$ cat src/rtl/caxi4interconnect_slv_transaction_throttle.sv
// Purpose : caps outstanding AXI4 write/read bursts toward one slave by gating AW/AR valid+ready.
// Latency : zero-cycle combinational gating; counts update on the SLV_CLK edge after a handshake.
// Backpres: when a count reaches its maximum the channel stalls (upXREADY=0, dnXVALID=0) until a
//           B / RLAST completion frees a slot; the slot re-grants one cycle after the completion.
//
// Ports:
//   SLV_CLK, sysReset                 clock, asynchronous active-low reset
//   upAWVALID/upAWREADY               AW handshake, crossbar side
//   dnAWVALID/dnAWREADY               AW handshake, slave side
//   upARVALID/upARREADY/dnARVALID/dnARREADY   AR handshake, same arrangement
//   BVALID/BREADY, RVALID/RREADY/RLAST        response channels, observed only
//   wrCount/rdCount                   outstanding burst counts
//   wrFull/rdFull/idle/protErr        status (protErr sticky until reset)
//
// Optional build macro: CAXI4_SLV_RW_EXCLUSIVE_EN -- when defined, an IDLE/WR/RD arbiter makes
// reads and writes mutually exclusive at the slave; direction changes need a drain to zero plus
// one IDLE cycle. Address payloads never pass through this block.

module caxi4interconnect_slv_transaction_throttle #(
  parameter int MAX_WR_OUTSTANDING = 4,
  parameter int MAX_RD_OUTSTANDING = 4
) (
  input  logic       SLV_CLK,
  input  logic       sysReset,
  input  logic       upAWVALID,
  output logic       upAWREADY,
  output logic       dnAWVALID,
  input  logic       dnAWREADY,
  input  logic       upARVALID,
  output logic       upARREADY,
  output logic       dnARVALID,
  input  logic       dnARREADY,
  input  logic       BVALID,
  input  logic       BREADY,
  input  logic       RVALID,
  input  logic       RREADY,
  input  logic       RLAST,
  output logic [3:0] wrCount,
  output logic [3:0] rdCount,
  output logic       wrFull,
  output logic       rdFull,
  output logic       idle,
  output logic       protErr
);

  localparam logic [3:0] WR_MAX = 4'(MAX_WR_OUTSTANDING);
  localparam logic [3:0] RD_MAX = 4'(MAX_RD_OUTSTANDING);

  logic [3:0] wr_count_q, wr_count_d;
  logic [3:0] rd_count_q, rd_count_d;
  logic       prot_err_q, prot_err_d;

  logic wr_full, rd_full;
  logic aw_grant, ar_grant;
  logic aw_hs, ar_hs, b_hs, rd_cmp;

  // Full flags come only from registered counts, so a completion in the
  // same cycle cannot open the gate early.
  assign wr_full = (wr_count_q == WR_MAX);
  assign rd_full = (rd_count_q == RD_MAX);

  // Valid and ready are both qualified by the grant; grants never look at
  // any ready input, which keeps the paths free of combinational loops.
  assign dnAWVALID = upAWVALID & aw_grant;
  assign upAWREADY = dnAWREADY & aw_grant;
  assign dnARVALID = upARVALID & ar_grant;
  assign upARREADY = dnARREADY & ar_grant;

  assign aw_hs  = dnAWVALID & dnAWREADY;
  assign ar_hs  = dnARVALID & dnARREADY;
  assign b_hs   = BVALID & BREADY;
  assign rd_cmp = RVALID & RREADY & RLAST;

  // Outstanding counters. A simultaneous issue and completion cancel out.
  // A completion with nothing outstanding saturates at zero and is flagged.
  always_comb begin
    wr_count_d = wr_count_q;
    rd_count_d = rd_count_q;
    prot_err_d = prot_err_q;

    if (aw_hs && !b_hs) begin
      wr_count_d = wr_count_q + 4'd1;
    end else if (b_hs && !aw_hs && (wr_count_q != 4'd0)) begin
      wr_count_d = wr_count_q - 4'd1;
    end

    if (ar_hs && !rd_cmp) begin
      rd_count_d = rd_count_q + 4'd1;
    end else if (rd_cmp && !ar_hs && (rd_count_q != 4'd0)) begin
      rd_count_d = rd_count_q - 4'd1;
    end

    if ((b_hs && (wr_count_q == 4'd0)) || (rd_cmp && (rd_count_q == 4'd0))) begin
      prot_err_d = 1'b1;
    end
  end

  always_ff @(posedge SLV_CLK or negedge sysReset) begin
    if (!sysReset) begin
      wr_count_q <= 4'd0;
      rd_count_q <= 4'd0;
      prot_err_q <= 1'b0;
    end else begin
      wr_count_q <= wr_count_d;
      rd_count_q <= rd_count_d;
      prot_err_q <= prot_err_d;
    end
  end

`ifdef CAXI4_SLV_RW_EXCLUSIVE_EN

  typedef enum logic [1:0] {
    ST_IDLE = 2'd0,
    ST_WR   = 2'd1,
    ST_RD   = 2'd2
  } state_t;

  localparam logic GRANT_READ  = 1'b0;
  localparam logic GRANT_WRITE = 1'b1;

  state_t state_q, state_d;
  logic   last_grant_q, last_grant_d;

  // Grant decode. In IDLE a lone requester wins; under contention the side
  // that did not win last time goes first. The full check in IDLE is only a
  // guard: counts are always zero there.
  always_comb begin
    aw_grant = 1'b0;
    ar_grant = 1'b0;
    case (state_q)
      ST_IDLE: begin
        if (upAWVALID && (!upARVALID || (last_grant_q == GRANT_READ))) begin
          aw_grant = !wr_full;
        end else if (upARVALID) begin
          ar_grant = !rd_full;
        end
      end
      ST_WR:   aw_grant = !wr_full;
      ST_RD:   ar_grant = !rd_full;
      default: begin
        aw_grant = 1'b0;
        ar_grant = 1'b0;
      end
    endcase
  end

  // Direction ownership: leave WR/RD only once the owning count drains to
  // zero, so the opposite direction always sees at least one IDLE cycle.
  always_comb begin
    state_d      = state_q;
    last_grant_d = last_grant_q;
    case (state_q)
      ST_IDLE: begin
        if (aw_hs) begin
          state_d      = ST_WR;
          last_grant_d = GRANT_WRITE;
        end else if (ar_hs) begin
          state_d      = ST_RD;
          last_grant_d = GRANT_READ;
        end
      end
      ST_WR: begin
        if (wr_count_d == 4'd0) begin
          state_d = ST_IDLE;
        end
      end
      ST_RD: begin
        if (rd_count_d == 4'd0) begin
          state_d = ST_IDLE;
        end
      end
      default: state_d = ST_IDLE;
    endcase
  end

  always_ff @(posedge SLV_CLK or negedge sysReset) begin
    if (!sysReset) begin
      state_q      <= ST_IDLE;
      last_grant_q <= GRANT_READ;
    end else begin
      state_q      <= state_d;
      last_grant_q <= last_grant_d;
    end
  end

  assign idle = (wr_count_q == 4'd0) && (rd_count_q == 4'd0) && (state_q == ST_IDLE);

`else

  // Independent channels: each is throttled only by its own count.
  assign aw_grant = !wr_full;
  assign ar_grant = !rd_full;

  assign idle = (wr_count_q == 4'd0) && (rd_count_q == 4'd0);

`endif

  assign wrCount = wr_count_q;
  assign rdCount = rd_count_q;
  assign wrFull  = wr_full;
  assign rdFull  = rd_full;
  assign protErr = prot_err_q;

endmodule

$ cat config.mk
export PLATFORM = sky130hd
export DESIGN_NAME = caxi4interconnect_slv_transaction_throttle
export DESIGN_NICKNAME = d
export VERILOG_FILES = /design/src/rtl/caxi4interconnect_slv_transaction_throttle.sv
export SDC_FILE = /design/constraint.sdc
export NUM_CORES = 1
export LEC_CHECK = 0
export ABC_AREA = 1
export CORE_MARGIN = 2
export CORE_UTILIZATION = 47
export DETAILED_ROUTE_END_ITERATION = 10
export GPL_ROUTABILITY_DRIVEN = 0
export GPL_TIMING_DRIVEN = 1
export PLACE_DENSITY = 0.89
export SLEW_MARGIN = 10
export SYNTH_ARGS = -nofsm -noshare
export SYNTH_HDL_FRONTEND = slang
export SYNTH_SLANG_ARGS = --single-unit
$ cat constraint.sdc
create_clock -name SLV_CLK -period 4.94 [get_ports SLV_CLK]
set_input_delay 1.235 -clock SLV_CLK [delete_from_list [all_inputs] [get_ports SLV_CLK]]
set_output_delay 1.235 -clock SLV_CLK [all_outputs]
set_load 0.01 [all_outputs]
# ---- Word-level counts from Yosys, hierarchy flattened
# Index checks and enable logic that the tools add are counted.
dict set report op_classes {
  reduce_logical 22
  bitwise_logic 9
  n_mux 4
  eq_ne 2
  n_addsub 4
}
# cell count
set ops {}
lappend ops {{$mux W4} 4}
lappend ops {{$and A1 B1 Y1} 9}
lappend ops {{$logic_and A1 B1 Y1} 9}
lappend ops {{$add A4 B1 Y4 const B} 2}
lappend ops {{$eq A4 B3 Y1 const B} 2}
lappend ops {{$logic_not A4 Y1} 2}
lappend ops {{$reduce_bool A4 Y1} 2}
lappend ops {{$sub A4 B1 Y4 const B} 2}
lappend ops {{$logic_not A1 Y1} 6}
lappend ops {{$reduce_bool A2 Y1} 2}
lappend ops {{$logic_or A1 B1 Y1} 1}
dict set report totals {
  output_inout_bits 16
  register_bits 9
  inputBits 11
  word_cells 44
}

# ---- Depth between registers and ports, before layout
# Gate-level depths: netlist of the first run.
dict set report logic_depth {
  ltp_word 9
  depth_mapped 12
  depth_no_buf 12
}

# ---- Worst setup path after synthesis of the first run
# OpenSTA, ideal clock, no wires.
dict set report synth_timing {
  path_type {in2out}
  start {input port dnARREADY}
  end {output port upARREADY}
  arrival_ns 1.430
  slack_ns 2.275
  path_buffers 0
  cell_stages 2
  required_time_ns 3.705
  cell_sequence {inv_1 -> a21oi_4}
}
dict set report synth_via {
  elab_chain_cells 1
}
# item line_no
set synth_lines {}
lappend synth_lines {{from (decl)} 32} ;# input logic dnARREADY,
lappend synth_lines {{$and A1 B1 Y1} 67} ;# assign upARREADY = dnARREADY & ar_grant;
lappend synth_lines {{to (decl)} 30} ;# output logic upARREADY,
# Every way passes these cells.

# ---- Worst setup path in the final report of the first run
dict set report layout_timing {
  start {input port dnAWREADY}
  end {output port upAWREADY}
}
dict set report layout_via {
  elab_chain_cells 1
}
# item line_no
set layout_lines {}
lappend layout_lines {{from (decl)} 28} ;# input logic dnAWREADY,
lappend layout_lines {{$and A1 B1 Y1} 65} ;# assign upAWREADY = dnAWREADY & aw_grant;
lappend layout_lines {{to (decl)} 26} ;# output logic upAWREADY,
# Every way passes these cells.

==> results of run 1 <==
## flip-flops by register name (all words and copies together) (netlist names)
signal   flops
protErr      1
wrCount      4
rdCount      4
## cell type report
cell class	count	area, um2
Multi-Input combinational cell	73	455
Tap cell	16	20.0
Sequential cell	9	225
Fill cell	124	450
Clock buffer	3	22.5
Inverter	18	67.6
Timing Repair Buffer	26	260
Clock inverter	1	5.00
## cell usage after synthesis
master	n	share of area, %
nand2_1	25	13
inv_1	18	9.0
nand3_1	15	10
dfrtp_1	9	30
nor2_1	7	3.5
nand3_2	6	8.0
ha_1	4	6.7
nor2_2	4	3.3
a21oi_4	2	4.3
fa_1	2	5.4
nand2_2	2	1.7
nand4_1	2	1.7
xor2_1	2	2.3
a21oi_1	1	0.67
o21ai_0	1	0.67
## metrics by stage
stage	instances	setup WS, ns	area [um2]
2_1_floorplan	100	2.27	748
3_3_place_gp	142	1.22	1030
3_5_place_dp	142	1.20	1030
4_1_cts	146	1.20	1060
5_1_grt	146	1.13	1060
6_report	146	1.20	1060
## per-layer routing
metal  part of all wire (%)  track usage, %
met5                      0               0
met4                    1.7            7.27
met2                     49            34.1
met3                    5.3            4.58
met1                     44            24.5
## critical path: cells and delay by family
family,cells,cell delay (ns)
AOI/OAI and AO/OA,1,0.14
buffers and inverters,3,1.13
## path summary, 6_finish.rpt
path                             from          to  slack, ns
setup / recovery            dnAWREADY   upAWREADY       1.20
hold / removal                protErr     protErr       0.49
setup reg to reg           wrCount[0]  wrCount[3]       2.96
hold reg to reg               protErr     protErr       0.49
max in group asynchronous    sysReset     protErr       3.39
min in group asynchronous    sysReset  rdCount[2]       1.26
## power breakdown
part	switching [mW]	internal [mW]
clock	0.0278	0.0299
sequential	0.0576	0.110
combinational	0.182	0.180
## cells by family (layout without fill, tap and decap cells)
logic type	after synthesis	count (layout)	synth area share, %
compound gates	4	4	5.68
xor+xnor	2	2	2.34
fa+ha+maj	6	6	12.0
buf+inv	18	48	9.03
flops	9	9	30.1
simple gates	61	61	40.8
==> results.yml, run 1 <==
route:
  wl_um: 1690
  dr.pass1.iters: 4
  drcViolationCount: 0
  ant_nets: 0
  via_per_inst: 4.97
  dr_total_vias: 726
  wire_per_inst_um: 11.6
  initialDrtViolationCount: 10
grt:
  grt_pass1_vias: 679
  track_usage_pct: 20.0
  overflow: 0
  grt_start_max_net_pins: 10
  antenna_found_initial: 0
  grt_pass1_wl_um: 2880
power:
  p_leak_nw: 0.545
  ir_drop_uv: 349
  p_total_uw: 587
  powerDensity_nw_per_um2: 556
cells_and_area:
  layout_common_cells: "26 x clkdlybuf4s50_1, 25 x nand2_1, 18 x inv_1"
  layout_commonest_cell: "clkdlybuf4s50_1"
  post-route-util_pct: 70.1
  antennaDiodeCount: 0
  syn_to_final_growth_pct: 41.1
  drive_gt1_share_pct: 13.8
  fin_nets: 148
floorplanning:
  coreArea_um2: 1510
  std_cell_rows: 14
  die_h_um: 43.9
  die-area_um2: 1930
  die_w_um: 43.9
  ios: 27
  start_util_pct: 49.7
cts:
  clock_path_buffers: 2
  cts_setup_buffers: 0
  numCtsBuffers: 3
  root_buffer: "clkbuf_4"
  postCtsHoldBufs: 0
  cts_sinks: 9
  insertion_delay_ns: 0.26
  cts-resized-gates: 0
  clk_pin_slew_worst_paths_ns: 0.06
  cts_max_level: 1
  cts_tree: "yes"
timing:
  worst_pin_slew_ns: 0.404
  hold_violations: 0
  worst_hold_slack_ns: 0.487
  max_freq_ghz: 0.267
  maxSlewViolCount: 0
  fin_crit_sh_pct: 75.7
  setup_viol: 0
  fin_worst_skew_ns: 0.00519
  totalNegativeSetupSlack_ns: 0
  rsz0062_at_grt: "false"
  min_period_ns: 3.74
  slew_headroom_pct: 73.0
critical_path:
  worst-setup-path-type: "input pin to primary output"
  arrival_ns: 2.51
  startpoint_type: "input pin"
  worstSetupEndpointType: "primary output"
  cpMaxStageDelayCell: "clkdlybuf4s50_1"
  max_stage_delay_ns: 0.56
  critPathRequiredTime_ns: 3.70
  worst-r2r-cell-count: 10
  crit_path_frequent_cell: "clkdlybuf4s50_1"
  worstPathMaxFanout: 3
  crit_path_cell_trace: "clkdlybuf4s50_1, inv_1, a21oi_4, clkdlybuf4s50_1"
synthesis:
  syn_inst: 100
  ys_seq_area_share_pct: 30.1
  synth_cell_type_count: 15
  syn-cell-area_um2: 748
  ys.warnings.count: 0
  avgSynthCellArea_um2: 7.48
  synth-seq-cells: 9
  synth_nets: 117
placed_design:
  dpl.hpwl_um: 1440
  numPortBuffers: 26
min_path:
  hp-class: "register to register"
  hold_depth: 2
outcome:
  status: "finished clean"
job:
  cap_violations: 0
(Power assumes the default switching activity.)
==> run 2, diff against run 1 <==
--- a/config.mk
+++ b/config.mk
@@ -7,11 +7,11 @@
 export LEC_CHECK = 0
 export ABC_AREA = 1
 export CORE_MARGIN = 2
-export CORE_UTILIZATION = 47
+export CORE_UTILIZATION = 43
 export DETAILED_ROUTE_END_ITERATION = 10
 export GPL_ROUTABILITY_DRIVEN = 0
 export GPL_TIMING_DRIVEN = 1
-export PLACE_DENSITY = 0.89
+export PLACE_DENSITY = 0.82
 export SLEW_MARGIN = 10
 export SYNTH_ARGS = -nofsm -noshare
 export SYNTH_HDL_FRONTEND = slang
==> constraint.sdc (replaced) <==
create_clock -name SLV_CLK -period 3.8 [get_ports SLV_CLK]
set_input_delay 0.95 -clock SLV_CLK [delete_from_list [all_inputs] [get_ports SLV_CLK]]
set_output_delay 0.95 -clock SLV_CLK [all_outputs]
set_load 0.01 [all_outputs]
==> run 2 against run 1 <==
Net effect:
- utilization down 7.5 points
- count of clock-buffer cells in the layout unchanged
- cell count up 0.68%
- sequential share of layout area about the same
- combinational power up 29%
- routed wire length down 5.0%
- non-clock buffer count unchanged
- critical path depth unchanged
- clock power up 26%
- first-iteration DRC count up 30%
- worst hold slack worse by 0.0063 ns
- critical path type unchanged
- highest routed layer unchanged
==> results.yml, run 2 (synthesis results as in run 1) <==
floorplanning:
  std_cell_rows: 15
  coreArea_um2: 1690
  die_h_um: 45.7
  ios: 27
  die_w_um: 45.7
  start_util_pct: 44.3
  die-area_um2: 2090
cells_and_area:
  antennaDiodeCount: 0
  drive_gt1_share_pct: 13.8
  final_cell_area_um2: 1060
  seqCellArea_um2: 225
  layout_commonest_cell: "clkdlybuf4s50_1"
  final_cells: 147
  fin_nets: 148
  layout_common_cells: "26 x clkdlybuf4s50_1, 25 x nand2_1, 18 x inv_1"
  fill_cells: 154
  syn_to_final_growth_pct: 41.3
  multi_input_area_um2: 455
grt:
  grt_pass1_vias: 680
  grt_pass1_wl_um: 2730
  antenna_found_initial: 0
  overflow: 0
  grt_start_max_net_pins: 10
  track_usage_pct: 18.1
cts:
  cts_tree: "yes"
  postCtsHoldBufs: 0
  cts_sinks: 9
  insertion_delay_ns: 0.26
  clock_path_buffers: 2
  cts_max_level: 1
  cts_setup_buffers: 0
  root_buffer: "clkbuf_4"
  clk_pin_slew_worst_paths_ns: 0.06
  cts-resized-gates: 0
  numCtsBuffers: 3
critical_path:
  arrival_ns: 2.24
  startpoint_type: "input pin"
  cpMaxStageDelayCell: "clkdlybuf4s50_1"
  critPathRequiredTime_ns: 2.85
  worst-r2r-cell-count: 10
  worstSetupEndpointType: "primary output"
  ff2ff_setup_slack_ns: 1.82
  worstPathMaxFanout: 3
  crit_path_cell_trace: "clkdlybuf4s50_1, inv_1, a21oi_4, clkdlybuf4s50_1"
  crit_path_frequent_cell: "clkdlybuf4s50_1"
  max_stage_delay_ns: 0.55
  worst-setup-path-type: "input pin to primary output"
timing:
  totalNegativeSetupSlack_ns: 0
  worst_pin_slew_ns: 0.380
  fin_crit_sh_pct: 84.0
  max_freq_ghz: 0.313
  hold_violations: 0
  worst_hold_slack_ns: 0.481
  min_period_ns: 3.19
  rsz0062_at_grt: "false"
  fin_worst_skew_ns: 0.00463
  setup_viol: 0
  maxSlewViolCount: 0
  slew_headroom_pct: 74.6
min_path:
  hold_depth: 2
  hp-class: "register to register"
route:
  dr_total_vias: 741
  ant_nets: 0
  wire_per_inst_um: 10.9
  initialDrtViolationCount: 13
  via_per_inst: 5.04
  wl_um: 1600
  dr.pass1.iters: 4
  drcViolationCount: 0
job:
  cap_violations: 0
placed_design:
  numPortBuffers: 26
  placed_cells: 143
  placed_area_um2: 1030
  dpl.hpwl_um: 1370
outcome:
  status: "finished clean"
power:
  p_total_uw: 758
  p_leak_nw: 0.545
  ir_drop_uv: 425
  powerDensity_nw_per_um2: 717
==> run 2: layout make-up <==
type	instances	area share (%)
inverters	18	6.39
multi-input cells	73	43.1
flip-flops and latches	9	21.3
well taps	17	2.01
repair buffers	26	24.6
clock inverters	1	0.473
clock buffers	3	2.13
==> run 2: worst paths after layout <==
check | end | start
min in group asynchronous | wrCount[2] | sysReset
max reg2reg | wrCount[3] | wrCount[0]
max in group asynchronous | wrCount[3] | sysReset
min | protErr | protErr
max | upARREADY | dnARREADY
min reg2reg | protErr | protErr
==> run 2: where the power goes <==
part | switching, mW | leakage [nW] | internal (mW)
clock network | 0.0337 | 0.0177 | 0.0388
logic | 0.233 | 0.420 | 0.233
registers | 0.0759 | 0.108 | 0.144
total | 0.343 | 0.545 | 0.415
==> run 2: critical path: cells and delay by family <==
kind	cells	cell delay [ns]
buf+inv	3	1.14
compound gates	1	0.14
==> run 2: metrics by stage <==
| stage | utilization (%) | setup slack, ns |
|---|---|---|
| 2_1_floorplan | - | 1.57 |
| 3_3_place_gp | 61.0 | 0.660 |
| 3_5_place_dp | 61.0 | 0.614 |
| 4_1_cts | 62.6 | 0.604 |
| 5_1_grt | 62.6 | 0.582 |
| 6_report | 62.6 | 0.609 |
==> run 2: routing by layer <==
layer / GRT usage (%) / vias to the layer above / part of all wire [%]
met4: 6.86 / 0 / 1.7
met1: 22.3 / 340 / 42
met5: 0 / - / 0
met2: 30.7 / 22 / 51
li1: - / 374 / -
met3: 3.97 / 5 / 4.7
==> run 3, diff against run 2 <==
==> constraint.sdc (replaced) <==
create_clock -name SLV_CLK -period 3.1 [get_ports SLV_CLK]
set_input_delay 0.775 -clock SLV_CLK [delete_from_list [all_inputs] [get_ports SLV_CLK]]
set_output_delay 0.775 -clock SLV_CLK [all_outputs]
set_load 0.01 [all_outputs]
==> results of run 3 <==
The final DEF is identical to that of run 2. Status: finished clean.
Among the figures that moved: setup slack after placement 0.614 ns -> 0.264 ns; setup slack after layout 0.609 ns -> 0.259 ns; register-to-register setup slack 1.82 ns -> 1.12 ns; total power 0.758 mW -> 0.929 mW; worst IR drop on VDD 425 uV -> 521 uV
